==> src/rtl/jtframe_adc_pkg.sv <==
// Shared types and constants for the ADC conditioning blocks.
package jtframe_adc_pkg;

  localparam int ADC_W = 12;
  localparam int OUT_W = 8;
  localparam int DIV_W = 20;

  localparam logic [OUT_W-1:0] NEUTRAL = 8'h80;

  typedef enum logic [2:0] {
    IDLE,
    ACC,
    RANGE,
    DIV,
    OUT
  } state_t;

endpackage

==> src/rtl/jtframe_adc_scale_if.sv <==
// Sample-in / scaled-value-out bundle between jtframe_2308 consumers and jtframe_adc_scale.
interface jtframe_adc_scale_if;
  import jtframe_adc_pkg::*;

  logic             cen;
  logic [ADC_W-1:0] adc_read;
  logic [OUT_W-1:0] dout;
  logic             dout_ok;
  logic             busy;
  logic [ADC_W-1:0] cal_min;
  logic [ADC_W-1:0] cal_max;

  modport master (
    output cen, adc_read,
    input  dout, dout_ok, busy, cal_min, cal_max
  );

  modport slave (
    input  cen, adc_read,
    output dout, dout_ok, busy, cal_min, cal_max
  );

endinterface

==> src/rtl/jtframe_udiv.sv <==
// Sequential restoring unsigned divider, one quotient bit per clock.
// The first bit is resolved on the start cycle, so done pulses NUM_W cycles after start.
module jtframe_udiv #(
  parameter int NUM_W = 20,
  parameter int DEN_W = 12
) (
  input  logic             clk,
  input  logic             rst_n,
  input  logic             start,
  input  logic [NUM_W-1:0] num,
  input  logic [DEN_W-1:0] den,
  output logic             busy,
  output logic             done,
  output logic [NUM_W-1:0] quot
);

  localparam int CNT_W = $clog2(NUM_W + 1);

  logic [DEN_W-1:0] rem, rem_nx, den_r, d_in, r_in;
  logic [NUM_W-1:0] nq, nq_nx, n_in;
  logic [DEN_W:0]   trial;
  logic [CNT_W-1:0] cnt;
  logic             q_bit;

  // nq starts as the numerator and fills with quotient bits from the bottom.
  always_comb begin
    r_in  = start ? '0  : rem;
    n_in  = start ? num : nq;
    d_in  = start ? den : den_r;
    trial = {r_in, n_in[NUM_W-1]};
    if (trial >= {1'b0, d_in}) begin
      rem_nx = DEN_W'(trial - {1'b0, d_in});
      q_bit  = 1'b1;
    end else begin
      rem_nx = trial[DEN_W-1:0];
      q_bit  = 1'b0;
    end
    nq_nx = {n_in[NUM_W-2:0], q_bit};
  end

  always_ff @(posedge clk) begin
    if (!rst_n) begin
      rem   <= '0;
      nq    <= '0;
      den_r <= '0;
      cnt   <= '0;
      busy  <= 1'b0;
      done  <= 1'b0;
    end else begin
      done <= 1'b0;
      if (start) begin
        rem   <= rem_nx;
        nq    <= nq_nx;
        den_r <= den;
        cnt   <= CNT_W'(1);
        busy  <= 1'b1;
      end else if (busy) begin
        rem <= rem_nx;
        nq  <= nq_nx;
        cnt <= cnt + 1'b1;
        if (cnt == CNT_W'(NUM_W - 1)) begin
          busy <= 1'b0;
          done <= 1'b1;
        end
      end
    end
  end

  assign quot = nq;

endmodule

==> src/rtl/jtframe_adc_scale.sv <==
// Averages LTC2308 readings and rescales them to an 8-bit control value.
// Define JTFRAME_ADC_SCALE_CAL_EN for min/max auto-calibration; otherwise FIX_MIN/FIX_MAX bound the range.
module jtframe_adc_scale
  import jtframe_adc_pkg::*;
#(
  parameter int               AVG_LOG2 = 2,
  parameter logic [ADC_W-1:0] MINSPAN  = 12'd64,
  parameter logic [ADC_W-1:0] FIX_MIN  = 12'd0,
  parameter logic [ADC_W-1:0] FIX_MAX  = 12'hFFF
) (
  input logic               clk,
  input logic               rst_n,
  jtframe_adc_scale_if.slave bus
);

  localparam int DEPTH = 1 << AVG_LOG2;
  localparam int WP_W  = (AVG_LOG2 > 0) ? AVG_LOG2 : 1;
  localparam int ACC_W = ADC_W + AVG_LOG2;

  state_t            state, state_nx;
  logic [ADC_W-1:0]  smp, avg;
  logic [ACC_W-1:0]  acc, acc_nx;
  logic [ADC_W-1:0]  ring [DEPTH];
  logic [WP_W-1:0]   wp, wp_nx;
  logic [OUT_W-1:0]  dout_r;

  logic [ADC_W-1:0]  min_use, max_use, span, off;
  logic              range_ok;
  logic [DIV_W-1:0]  num, quot;
  logic              div_start, div_busy, div_done;

  assign acc_nx = acc + ACC_W'(smp) - ACC_W'(ring[wp]);
  assign wp_nx  = (wp == WP_W'(DEPTH - 1)) ? '0 : wp + 1'b1;

`ifdef JTFRAME_ADC_SCALE_CAL_EN
  logic [ADC_W-1:0] cal_min_r, cal_max_r;

  always_comb begin
    min_use = (avg < cal_min_r) ? avg : cal_min_r;
    max_use = (avg > cal_max_r) ? avg : cal_max_r;
    off     = avg - min_use;
  end

  always_ff @(posedge clk) begin
    if (!rst_n) begin
      cal_min_r <= 12'hFFF;
      cal_max_r <= 12'h000;
    end else if (state == RANGE) begin
      cal_min_r <= min_use;
      cal_max_r <= max_use;
    end
  end

  assign bus.cal_min = cal_min_r;
  assign bus.cal_max = cal_max_r;
`else
  always_comb begin
    min_use = FIX_MIN;
    max_use = FIX_MAX;
    if (avg <= FIX_MIN)      off = '0;
    else if (avg >= FIX_MAX) off = FIX_MAX - FIX_MIN;
    else                     off = avg - FIX_MIN;
  end

  assign bus.cal_min = FIX_MIN;
  assign bus.cal_max = FIX_MAX;
`endif

  // Below the minimum span the reading is noise, so the neutral value is reported instead.
  assign span     = max_use - min_use;
  assign range_ok = (max_use > min_use) && (span >= MINSPAN);
  assign num      = {off, 8'h00} - DIV_W'(off);

  always_ff @(posedge clk) begin
    if (!rst_n) state <= IDLE;
    else        state <= state_nx;
  end

  always_comb begin
    state_nx  = state;
    div_start = 1'b0;
    unique case (state)
      IDLE:  if (bus.cen) state_nx = ACC;
      ACC:   state_nx = RANGE;
      RANGE: begin
        if (range_ok) begin
          div_start = 1'b1;
          state_nx  = DIV;
        end else begin
          state_nx  = OUT;
        end
      end
      DIV:   if (div_done && !div_busy) state_nx = OUT;
      OUT:   state_nx = IDLE;
      default: state_nx = IDLE;
    endcase
  end

  always_ff @(posedge clk) begin
    if (!rst_n) begin
      smp    <= '0;
      avg    <= '0;
      acc    <= '0;
      wp     <= '0;
      dout_r <= NEUTRAL;
      // NOTE: the ring buffer must be cleared by reset so acc stays equal to the sum of
      // its entries; this keeps it in flops rather than a RAM macro, which is fine at this size.
      for (int i = 0; i < DEPTH; i++) ring[i] <= '0;
    end else begin
      unique case (state)
        IDLE: if (bus.cen) smp <= bus.adc_read;
        ACC: begin
          acc      <= acc_nx;
          ring[wp] <= smp;
          wp       <= wp_nx;
          avg      <= ADC_W'(acc_nx >> AVG_LOG2);
        end
        RANGE: if (!range_ok) dout_r <= NEUTRAL;
        DIV: if (div_done && !div_busy)
          dout_r <= (|quot[DIV_W-1:OUT_W]) ? 8'hFF : quot[OUT_W-1:0];
        default: ;
      endcase
    end
  end

  jtframe_udiv #(
    .NUM_W (DIV_W),
    .DEN_W (ADC_W)
  ) u_div (
    .clk   (clk),
    .rst_n (rst_n),
    .start (div_start),
    .num   (num),
    .den   (span),
    .busy  (div_busy),
    .done  (div_done),
    .quot  (quot)
  );

  assign bus.dout    = dout_r;
  assign bus.dout_ok = (state == OUT);
  assign bus.busy    = (state != IDLE);

endmodule

==> src/flat_wrapper.sv <==
// flat-port wrapper written by rule: the top's interface ports become plain ports
module jtframe_adc_scale_flat import jtframe_adc_pkg::*;
#(
  parameter int               AVG_LOG2 = 2,
  parameter logic [ADC_W-1:0] MINSPAN  = 12'd64,
  parameter logic [ADC_W-1:0] FIX_MIN  = 12'd0,
  parameter logic [ADC_W-1:0] FIX_MAX  = 12'hFFF
)
  (clk, rst_n, bus_cen, bus_adc_read, bus_dout, bus_dout_ok, bus_busy, bus_cal_min, bus_cal_max);
  jtframe_adc_scale_if bus_i ();
  input logic clk;
  input logic rst_n;
  input wire logic [$bits(bus_i.cen)-1:0] bus_cen;
  input wire logic [$bits(bus_i.adc_read)-1:0] bus_adc_read;
  output wire logic [$bits(bus_i.dout)-1:0] bus_dout;
  output wire logic [$bits(bus_i.dout_ok)-1:0] bus_dout_ok;
  output wire logic [$bits(bus_i.busy)-1:0] bus_busy;
  output wire logic [$bits(bus_i.cal_min)-1:0] bus_cal_min;
  output wire logic [$bits(bus_i.cal_max)-1:0] bus_cal_max;
  assign bus_i.cen = bus_cen;
  assign bus_i.adc_read = bus_adc_read;
  assign bus_dout = bus_i.dout;
  assign bus_dout_ok = bus_i.dout_ok;
  assign bus_busy = bus_i.busy;
  assign bus_cal_min = bus_i.cal_min;
  assign bus_cal_max = bus_i.cal_max;
  jtframe_adc_scale #(.AVG_LOG2(AVG_LOG2), .MINSPAN(MINSPAN), .FIX_MIN(FIX_MIN), .FIX_MAX(FIX_MAX)) u_core (.clk(clk), .rst_n(rst_n), .bus(bus_i));
endmodule
==> config.mk <==
export PLATFORM = sky130hd
export DESIGN_NAME = jtframe_adc_scale_flat
export DESIGN_NICKNAME = d
export VERILOG_FILES = /design/src/rtl/jtframe_adc_pkg.sv /design/src/rtl/jtframe_adc_scale_if.sv /design/src/rtl/jtframe_udiv.sv /design/src/rtl/jtframe_adc_scale.sv /design/src/flat_wrapper.sv
export SDC_FILE = /design/constraint.sdc
export NUM_CORES = 1
export LEC_CHECK = 0
export BUFFER_PORTS_ARGS = -buffer_cell sky130_fd_sc_hd__buf_2
export CORE_MARGIN = 4
export CORE_UTILIZATION = 40
export DETAILED_ROUTE_END_ITERATION = 10
export PLACE_DENSITY_LB_ADDON = 0.2
export SYNTH_ARGS = -nofsm -noshare
export SYNTH_HDL_FRONTEND = slang
export SYNTH_SLANG_ARGS = --single-unit
==> constraint.sdc <==
create_clock -name clk -period 4.8 [get_ports clk]
set_input_delay 0 -clock clk [delete_from_list [all_inputs] [get_ports clk]]
set_output_delay 0 -clock clk [all_outputs]
set_load 0.05 [all_outputs]
==> qor.yml, run 1 <==
routedWlPerCell_um: 15.91
worstReg2RegStart: "u_core.acc[6]"
cts_resized: 0
rrSetupSlack_ns: 0.46
drt_iter0_drc: 357
grt_pass1_wl_um: 30100
holdBufCountCts: 15
drtAntennaViolNets: 0
synth_area_um2: 7924
syn_area_per_cell_um2: 9.711
cts_buffers: 17
ys_types: 69
fin_tns_setup_ns: 0
die_w_um: 148.7
antenna_found_initial: 0
drive_above_1_share: 0.1357
synth_top_area_share: 0.2324
yosysTopAreaCell: "dfxtp_1"
clock_sinks: 140
final_common_cell: "dfxtp_1"
crit_slowest_cell: "dfxtp_1"
final.setup_skew_ns: 0.01206
outcome: "complete, no violations"
min-delay-start: "bus_adc_read[11]"
n_fill_cell: 1882
finalCritPeriodShare: 0.9045
routed_wl_um: 17930
path_max_fanout: 9
worstPathArrival_ns: 4.63
track_usage: 0.1702
critPathKind: "reg2reg"
row_count: 51
start_util: 0.4071
grt_overflow: 0
leakage_nw: 3.705
rsz0062_at_grt: "false"
startpoint_type: "flop"
tritoncts: "built"
slew_headroom: 0.4822
syn_inst: 816
timing.critical_path.mode_cell: "ha_1"
worstPathCellList: "nand4_1, nor3_1, o21ai_0, ha_1, o211ai_2, and3_1, nor3_2, or2_1, ha_1, inv_1, fa_1, a21o_1, a21oi_1, o221ai_1, a31oi_1, xnor2_1, nor4_1, a211oi_1"
diodes: 0
post-dp-hpwl_um: 12560
drc: 0
period_minus_slack_ns: 4.342
die_h_um: 148.7
synthArstFlopShare: 0
fin_area_um2: 9022
setup_violations: 0
vias: 5759
post-cts-setup-buffers: 0
firstDrtPassIters: 5
yosysWarnings: 0
irDropWorstVdd_mv: 0.3072
synth-seq-cells: 140
via_per_inst: 5.110
synth_edf_count: 48
grt_max_degree: 51
area_growth_pct: 13.86
whs_endpoint: "u_core.smp[11]"
max_stage_delay_ns: 0.57
worst_slew_pin_slew_ns: 0.7766
cp_num_buf_inv: 1
end_kind: "flop"
clockBufferDepth: 2
synth_area_leaders: "dfxtp_1, edfxtp_1, ha_1"
clkTransAtPathRegs_ns: 0.06
drv_cap: 0
dpl_cell_area_um2: 8247
cts_htree_levels: 4
fmax_ghz: 0.2303
grt_pass1_vias: 5736
clockRootBuffer: "clkbuf_16"
synth_top_flop_cell: "dfxtp_1"
dieArea_um2: 22130
hold_path_class: "in2reg"
final_cell_mix: "dfxtp_1, nand2_1, inv_1"
hold_viol_final: 0
cp_top_family: "compound AO/OA/AOI/OAI gates"
rr_worst_depth: 18
required_ns: 5.09
regToRegEndpoint: "u_core.u_div.rem[10]"
slew_viol_final: 0
hold_depth: 4
io_pins: 49
power_density_nw_per_um2: 532.6
seq_area_frac_synth: 0.4143
numPortBuffers: 24
routabilityCongestion: 0.8501
num-nets-final: 911
clock_latency_ns: 0.42
core_region_area_um2: 19460
## kinds of logic after synthesis
family / Yosys count / share of synthesized area
AND/OR/NAND/NOR: 277 / 0.1825
AO/OA/AOI/OAI: 152 / 0.1382
flip-flops: 140 / 0.4143
buffers and inverters: 130 / 0.07721
adder cells (fa/ha/maj): 47 / 0.08653
XOR/XNOR: 36 / 0.03979
multiplexers: 32 / 0.06048
other: 2 / 0.0009478
## area by class of cell
type | instances | area, µm² | share of cell area
Multi-Input combinational cell | 568 | 4121 | 0.4568
Sequential cell | 140 | 3283 | 0.3639
Clock buffer | 21 | 471.7 | 0.05228
Timing Repair Buffer | 60 | 427.9 | 0.04743
Tap cell | 265 | 331.6 | 0.03675
Inverter | 62 | 232.7 | 0.02579
Clock inverter | 11 | 153.9 | 0.01706
## state kept, by name, indices dropped and copies added, names as in the netlist, 5 cells and up, named ones only
register,flops
u_core.ring,48
u_core.u_div.quot,20
u_core.acc,14
u_core.smp,12
u_core.u_div.den_r,12
u_core.u_div.rem,12
u_core.bus.dout,8
u_core.u_div.cnt,5
## synth_stat cells, types with 3 or more instances
| master | instances |
|---|---|
| nor3b_1 | 6 |
| o21a_1 | 7 |
| and2_1 | 40 |
| clkbuf_1 | 36 |
| nor2_1 | 54 |
| a21boi_0 | 15 |
| edfxtp_1 | 48 |
| nor3_1 | 12 |
| fa_1 | 13 |
| nand2_1 | 68 |
| inv_1 | 62 |
| o31ai_1 | 4 |
| nand3b_1 | 3 |
| o211ai_1 | 3 |
| a21oi_1 | 26 |
| a21o_1 | 6 |
| mux2_2 | 7 |
| a22o_1 | 5 |
| buf_4 | 26 |
| and3_1 | 9 |
| mux2i_1 | 13 |
| mux4_2 | 12 |
| o221a_2 | 7 |
| dfxtp_1 | 92 |
| nand2b_1 | 9 |
| a31oi_1 | 5 |
| o211a_1 | 9 |
| nand3_1 | 11 |
| nor2b_1 | 17 |
| xor2_1 | 15 |
| xnor2_1 | 21 |
| a211oi_1 | 9 |
| nor4_1 | 23 |
| nand4_1 | 10 |
| or3_1 | 4 |
| ha_1 | 34 |
| o21bai_1 | 3 |
| o21ai_0 | 31 |
## layer usage
layer  share of wire  global-route usage  up-vias
met3           0.031             0.03221       18
met1            0.50              0.2343     2757
met2            0.46              0.2748       94
li1                -                   -     2890
met5               0                   0        -
met4           0.014             0.05034        0
## stage by stage
| step | util | setup WS, ns | total power (W) | hold WS (ns) | std cells |
|---|---|---|---|---|---|
| 2_1_floorplan | - | 0.8855 | 0.002994 | 0.1449 | 838 |
| 5_1_grt | 0.4636 | 0.07242 | 0.005138 | 0.3867 | 1127 |
| 4_1_cts | 0.4636 | 0.4519 | 0.004839 | 0.3443 | 1127 |
| 6_report | 0.4636 | 0.4582 | 0.004805 | 0.3680 | 1127 |
| 3_3_place_gp | 0.4237 | 0.5701 | 0.003410 | 0.2531 | 1080 |
| 3_5_place_dp | 0.4237 | 0.4899 | 0.003408 | 0.2594 | 1080 |
## how the worst max path moves through the flow
stage | from | end | slack [ns] | cells past startpoint
finish | u_core.acc[6] | u_core.u_div.rem[10] | 0.46 | 18
global route | u_core.acc[6] | u_core.u_div.rem[10] | 0.07 | 18
CTS | u_core.acc[6] | u_core.u_div.rem[10] | 0.45 | 18
detailed placement | u_core.acc[6] | u_core.u_div.rem[10] | 0.49 | 18
global placement | u_core.acc[6] | u_core.u_div.rem[10] | 0.57 | 18
floorplan | u_core.acc[6] | u_core.u_div.rem[10] | 0.89 | 19
## tightest hold or removal path, cell delays in order
cell and delay (ns):
dlygate4sd3_1 0.53, buf_2 0.12, nand2_1 0.04, a21boi_0 0.06
## where the power goes
part | switching [W] | internal, W | total (W)
registers | 0.000108 | 0.00135 | 0.00146
logic | 0.00111 | 0.000827 | 0.00194
clock network | 0.000533 | 0.000870 | 0.00140
Power figures use the tool's default switching activity.
==> run 2: changes to the inputs <==
Settings changed: CORE_ASPECT_RATIO from default to 1.25.
==> run 2 against run 1 <==
Against the previous run:
- clock skew rose by 0.0018 ns
- global-route usage fell by 1.2 points
- sequential cell count did not move
- total power fell by 1.6%
- first-iteration DRC count fell by 40%
- sequential share of layout area rose by 0.24 points
- clock-buffer cell count fell by 4
- non-clock buffer count fell by 4
- clock power fell by 4%
- routed wire length fell by 6.4%
- final cell count fell by 0.35%
==> qor.yml, run 2 (synthesis gave the netlist of run 1 again) <==
path_max_fanout: 8
fin_tns_setup_ns: 0
cp_num_buf_inv: 2
irDropWorstVdd_mv: 0.2923
grt_overflow: 0
startpoint_type: "flop"
routed_wl_um: 16770
top_register: "u_core.ring"
clkTransAtPathRegs_ns: 0.07
largest_register_ffs: 48
worstPathCellList: "nor4_2, buf_4, nand4_1, o21ai_0, ha_1, a21oi_1, and3_1, nor3_2, or2_1, ha_1, inv_1, fa_1, a21o_1, a21oi_1, o221ai_1, a31oi_1, xnor2_1, nor4_1, a211oi_1"
core_region_area_um2: 19470
crit_slowest_cell: "fa_1"
row_count: 57
cts_resized: 0
finalCritPeriodShare: 0.8860
layout.area.seq_um2: 3283
grt_pass1_wl_um: 28170
critPathKind: "reg2reg"
antenna_found_initial: 0
utilization: 0.4604
diodes: 0
die_w_um: 133.9
holdBufCountCts: 15
start_util: 0.4070
dpl_cell_area_um2: 8212
grt_pass1_vias: 5579
final_cell_mix: "dfxtp_1, nand2_1, inv_1"
via_per_inst: 5.039
cp_top_family: "compound AO/OA/AOI/OAI gates"
clockBufferDepth: 2
post-dp-hpwl_um: 12040
startpoint: "u_core.acc[2]"
leakage_nw: 3.659
io_pins: 49
vias: 5659
hold_viol_final: 0
max_stage_delay_ns: 0.40
routedWlPerCell_um: 14.93
clock_latency_ns: 0.43
clock_sinks: 140
required_ns: 5.14
worstPathArrival_ns: 4.59
period_minus_slack_ns: 4.253
grt_max_degree: 78
outcome: "complete, no violations"
track_usage: 0.1584
hold_path_class: "in2reg"
final.setup_skew_ns: 0.01385
min-delay-start: "bus_adc_read[6]"
cts_buffers: 17
multi_input_area_um2: 4116
drtAntennaViolNets: 0
power_w: 0.004726
worstReg2RegStart: "u_core.acc[2]"
slew_headroom: 0.3678
clockRootBuffer: "clkbuf_16"
drt_iter0_drc: 213
die_h_um: 165.4
firstDrtPassIters: 5
final_common_cell: "dfxtp_1"
fmax_ghz: 0.2351
dieArea_um2: 22140
drc: 0
fin_area_um2: 8964
slew_viol_final: 0
numPortBuffers: 24
tritoncts: "built"
post-cts-setup-buffers: 0
num-nets-final: 907
worst_slew_pin_slew_ns: 0.9448
routabilityCongestion: 0.8496
area_growth_pct: 13.12
rsz0062_at_grt: "false"
setup_violations: 0
n_fill_cell: 1883
end_kind: "flop"
cts_htree_levels: 4
drv_cap: 0
power_density_nw_per_um2: 527.3
drive_above_1_share: 0.1329
==> run 2: cell types whose count changed in the layout (fill, tap and decap cells not counted) <==
cell / previous run / this run
inv_8: 0 / 3
clkinv_4: 3 / 1
clkinv_2: 1 / 0
buf_4: 21 / 17
clkbuf_1: 2 / 0
clkbuf_8: 1 / 0
inv_4: 1 / 0
inv_6: 3 / 5
o31ai_2: 3 / 2
clkbuf_16: 18 / 17
o31ai_1: 3 / 4
clkinvlp_4: 0 / 4
bufinv_16: 3 / 2
==> run 2: layout make-up <==
cell class              instances  share of cell area
multi-input cells             568              0.4592
flip-flops and latches        140              0.3663
clock inverters                15             0.01968
repair buffers                 56             0.04439
clock buffers                  17             0.04746
well taps                     265             0.03699
inverters                      62             0.02596
==> run 2: worst paths after layout <==
path | endpoint | slack, ns | depth (start not counted)
max | u_core.u_div.rem[10] | 0.55 | 19
min | u_core.smp[6] | 0.37 | 4
min reg2reg | u_core.acc[1] | 0.47 | 2
max reg2reg | u_core.u_div.rem[10] | 0.55 | 19
==> run 2: tightest hold or removal path: stages <==
cell and delay (ns):
dlygate4sd3_1 0.52, buf_2 0.11, nand2_1 0.04, a21boi_0 0.06
==> run 2: where the power goes <==
group / total [W] / switching [W] / internal, W
registers: 0.00146 / 0.000108 / 0.00135
logic: 0.00192 / 0.00110 / 0.000813
clock network: 0.00135 / 0.000565 / 0.000784
total: 0.00473 / 0.00178 / 0.00295
==> run 2: layer usage <==
layer  up-vias  track usage  share of wire
li1       2884            -              -
met1      2658       0.1934           0.45
met2       102       0.2789           0.50
met3        15      0.02848          0.036
met4         0      0.06034          0.010
met5         -            0              0
==> run 2: metrics by stage <==
step                      worst slack [ns]  std cells  hold WS (ns)
final                               0.5473       1123        0.3676
after global routing                0.2520       1123        0.3865
after CTS                           0.5343       1123        0.3492
after detailed placement            0.5460       1076        0.2603
after global placement              0.6183       1076        0.2530
after floorplan                     0.8855        838        0.1449
==> run 3: changes to the inputs <==
Settings changed: MAX_ROUTING_LAYER from default to met4, PLACE_DENSITY from default to 0.54, PLACE_DENSITY_LB_ADDON 0.2 to default.
==> run 3 against run 2 <==
Against the previous run:
- register-to-register slack better by 0.02 ns
- routed wire length increased by 2.2%
- clock skew about the same
- via count up 2.2%
- core utilization decreased by 0.31 points
- worst hold slack worse by 0.16 ns
- sequential cell count stayed put
- die area stayed put
==> qor.yml, run 3 (synthesis gave the netlist of run 1 again) <==
grt_pass1_wl_um: 29120
period_minus_slack_ns: 4.237
final_cells: 1121
worstPathCellList: "nor4_2, nand4_1, o21ai_0, ha_1, a21oi_1, and3_1, nor3_2, or2_1, ha_1, inv_1, fa_1, a21o_1, a21oi_1, o221ai_1, a31oi_1, xnor2_1, nor4_1, a211oi_1"
routed_wl_um: 17150
startpoint_type: "flop"
hold_viol_final: 0
drt_iter0_drc: 265
grt_pass1_vias: 5788
rsz0062_at_grt: "false"
required_ns: 5.13
power_density_nw_per_um2: 519.6
vias: 5785
start_util: 0.4070
clkTransAtPathRegs_ns: 0.07
tritoncts: "built"
worst_slew_pin_slew_ns: 1.211
grt_overflow: 0
drtAntennaViolNets: 0
diodes: 0
clockRootBuffer: "clkbuf_16"
row_count: 57
leakage_nw: 3.635
irDropWorstVdd_mv: 0.3288
die_h_um: 165.4
die_w_um: 133.9
cts_buffers: 17
antenna_found_initial: 0
core_region_area_um2: 19470
critPathKind: "reg2reg"
fin_tns_setup_ns: 0
crit_slowest_cell: "fa_1"
finalCritPeriodShare: 0.8828
crit_path_end: "u_core.u_div.rem[10]"
clock_sinks: 140
final_cell_mix: "dfxtp_1, nand2_1, inv_1"
grt_max_degree: 78
cts_htree_levels: 4
area_growth_pct: 12.36
end_kind: "flop"
post-dp-hpwl_um: 12540
final_common_cell: "dfxtp_1"
routabilityCongestion: 0.8870
largest_register_ffs: 48
rrSetupSlack_ns: 0.56
clock_latency_ns: 0.43
routedWlPerCell_um: 15.30
startpoint: "u_core.acc[2]"
rr_worst_depth: 18
io_pins: 49
dieArea_um2: 22140
slew_headroom: 0.1895
top_register: "u_core.ring"
track_usage: 0.1680
drive_above_1_share: 0.1343
slew_viol_final: 0
dp_cells: 1075
num-nets-final: 905
via_per_inst: 5.161
worstPathArrival_ns: 4.57
numPortBuffers: 24
drc: 0
hold_path_class: "in2reg"
firstDrtPassIters: 4
max_stage_delay_ns: 0.40
final.setup_skew_ns: 0.01390
setup_violations: 0
worstReg2RegStart: "u_core.acc[2]"
regToRegEndpoint: "u_core.u_div.rem[10]"
outcome: "complete, no violations"
path_max_fanout: 8
clockBufferDepth: 2
drv_cap: 0
fmax_ghz: 0.2360
-- run 3: layout make-up --
class | count | area (µm²)
fillers | 1881 | 10570
multi-input cells | 568 | 4116
flip-flops and latches | 140 | 3286
clock buffers | 17 | 425.4
repair buffers | 54 | 380.4
well taps | 265 | 331.6
inverters | 62 | 232.7
clock inverters | 15 | 131.4
-- run 3: worst min-delay path by stage --
stage	start	to	slack (ns)	depth (start not counted)
floorplan	bus_adc_read[10]	u_core.smp[10]	0.14	2
global placement	bus_adc_read[3]	u_core.smp[3]	0.25	3
detailed placement	bus_adc_read[4]	u_core.smp[4]	0.26	3
CTS	bus_cen	u_core.smp[8]	0.20	4
global route	bus_cen	u_core.smp[4]	0.24	4
finish	bus_cen	u_core.smp[4]	0.21	4
-- run 3: worst max-delay path, delay by kind of cell (launching register included) --
kind	cells	cell delay [ns]
flip-flops	1	0.37
buffers and inverters	1	0.06
AO/OA/AOI/OAI	7	1.52
AND/OR/NAND/NOR	6	1.12
XOR/XNOR	1	0.14
adder cells (fa/ha/maj)	3	0.94
-- run 3: power breakdown --
part | switching, W | internal (W) | leakage, nW
combinational | 0.00109 | 0.000810 | 2.12
sequential | 0.000121 | 0.00135 | 1.25
clock | 0.000570 | 0.000679 | 0.268
total | 0.00178 | 0.00284 | 3.64
-- run 3: what timing repair did --
action	in CTS	in global routing
hold buffers	14	0
hold endpoints to repair	14	0
setup endpoints to repair	0	1
gates resized for setup	0	2
buffers inserted	0	0
-- run 3: routing by layer --
layer | track usage | up-vias | share of wire
met5 | - | - | 0
met4 | 0.06127 | 0 | 0.021
met3 | 0.02667 | 25 | 0.026
met2 | 0.2908 | 96 | 0.52
met1 | 0.1990 | 2780 | 0.44
li1 | - | 2884 | -
-- run 3: stage by stage --
stage / hold slack (ns) / area (µm²) / util / total power (W) / setup WS [ns]
after floorplan: 0.1449 / 8006 / - / 0.002994 / 0.8855
after global placement: 0.2503 / 8204 / 0.4214 / 0.003370 / 0.4988
after detailed placement: 0.2599 / 8204 / 0.4214 / 0.003389 / 0.4417
after CTS: 0.2046 / 8901 / 0.4572 / 0.004673 / 0.3931
after global routing: 0.2355 / 8904 / 0.4573 / 0.004966 / 0.08913
final: 0.2099 / 8904 / 0.4573 / 0.004626 / 0.5625
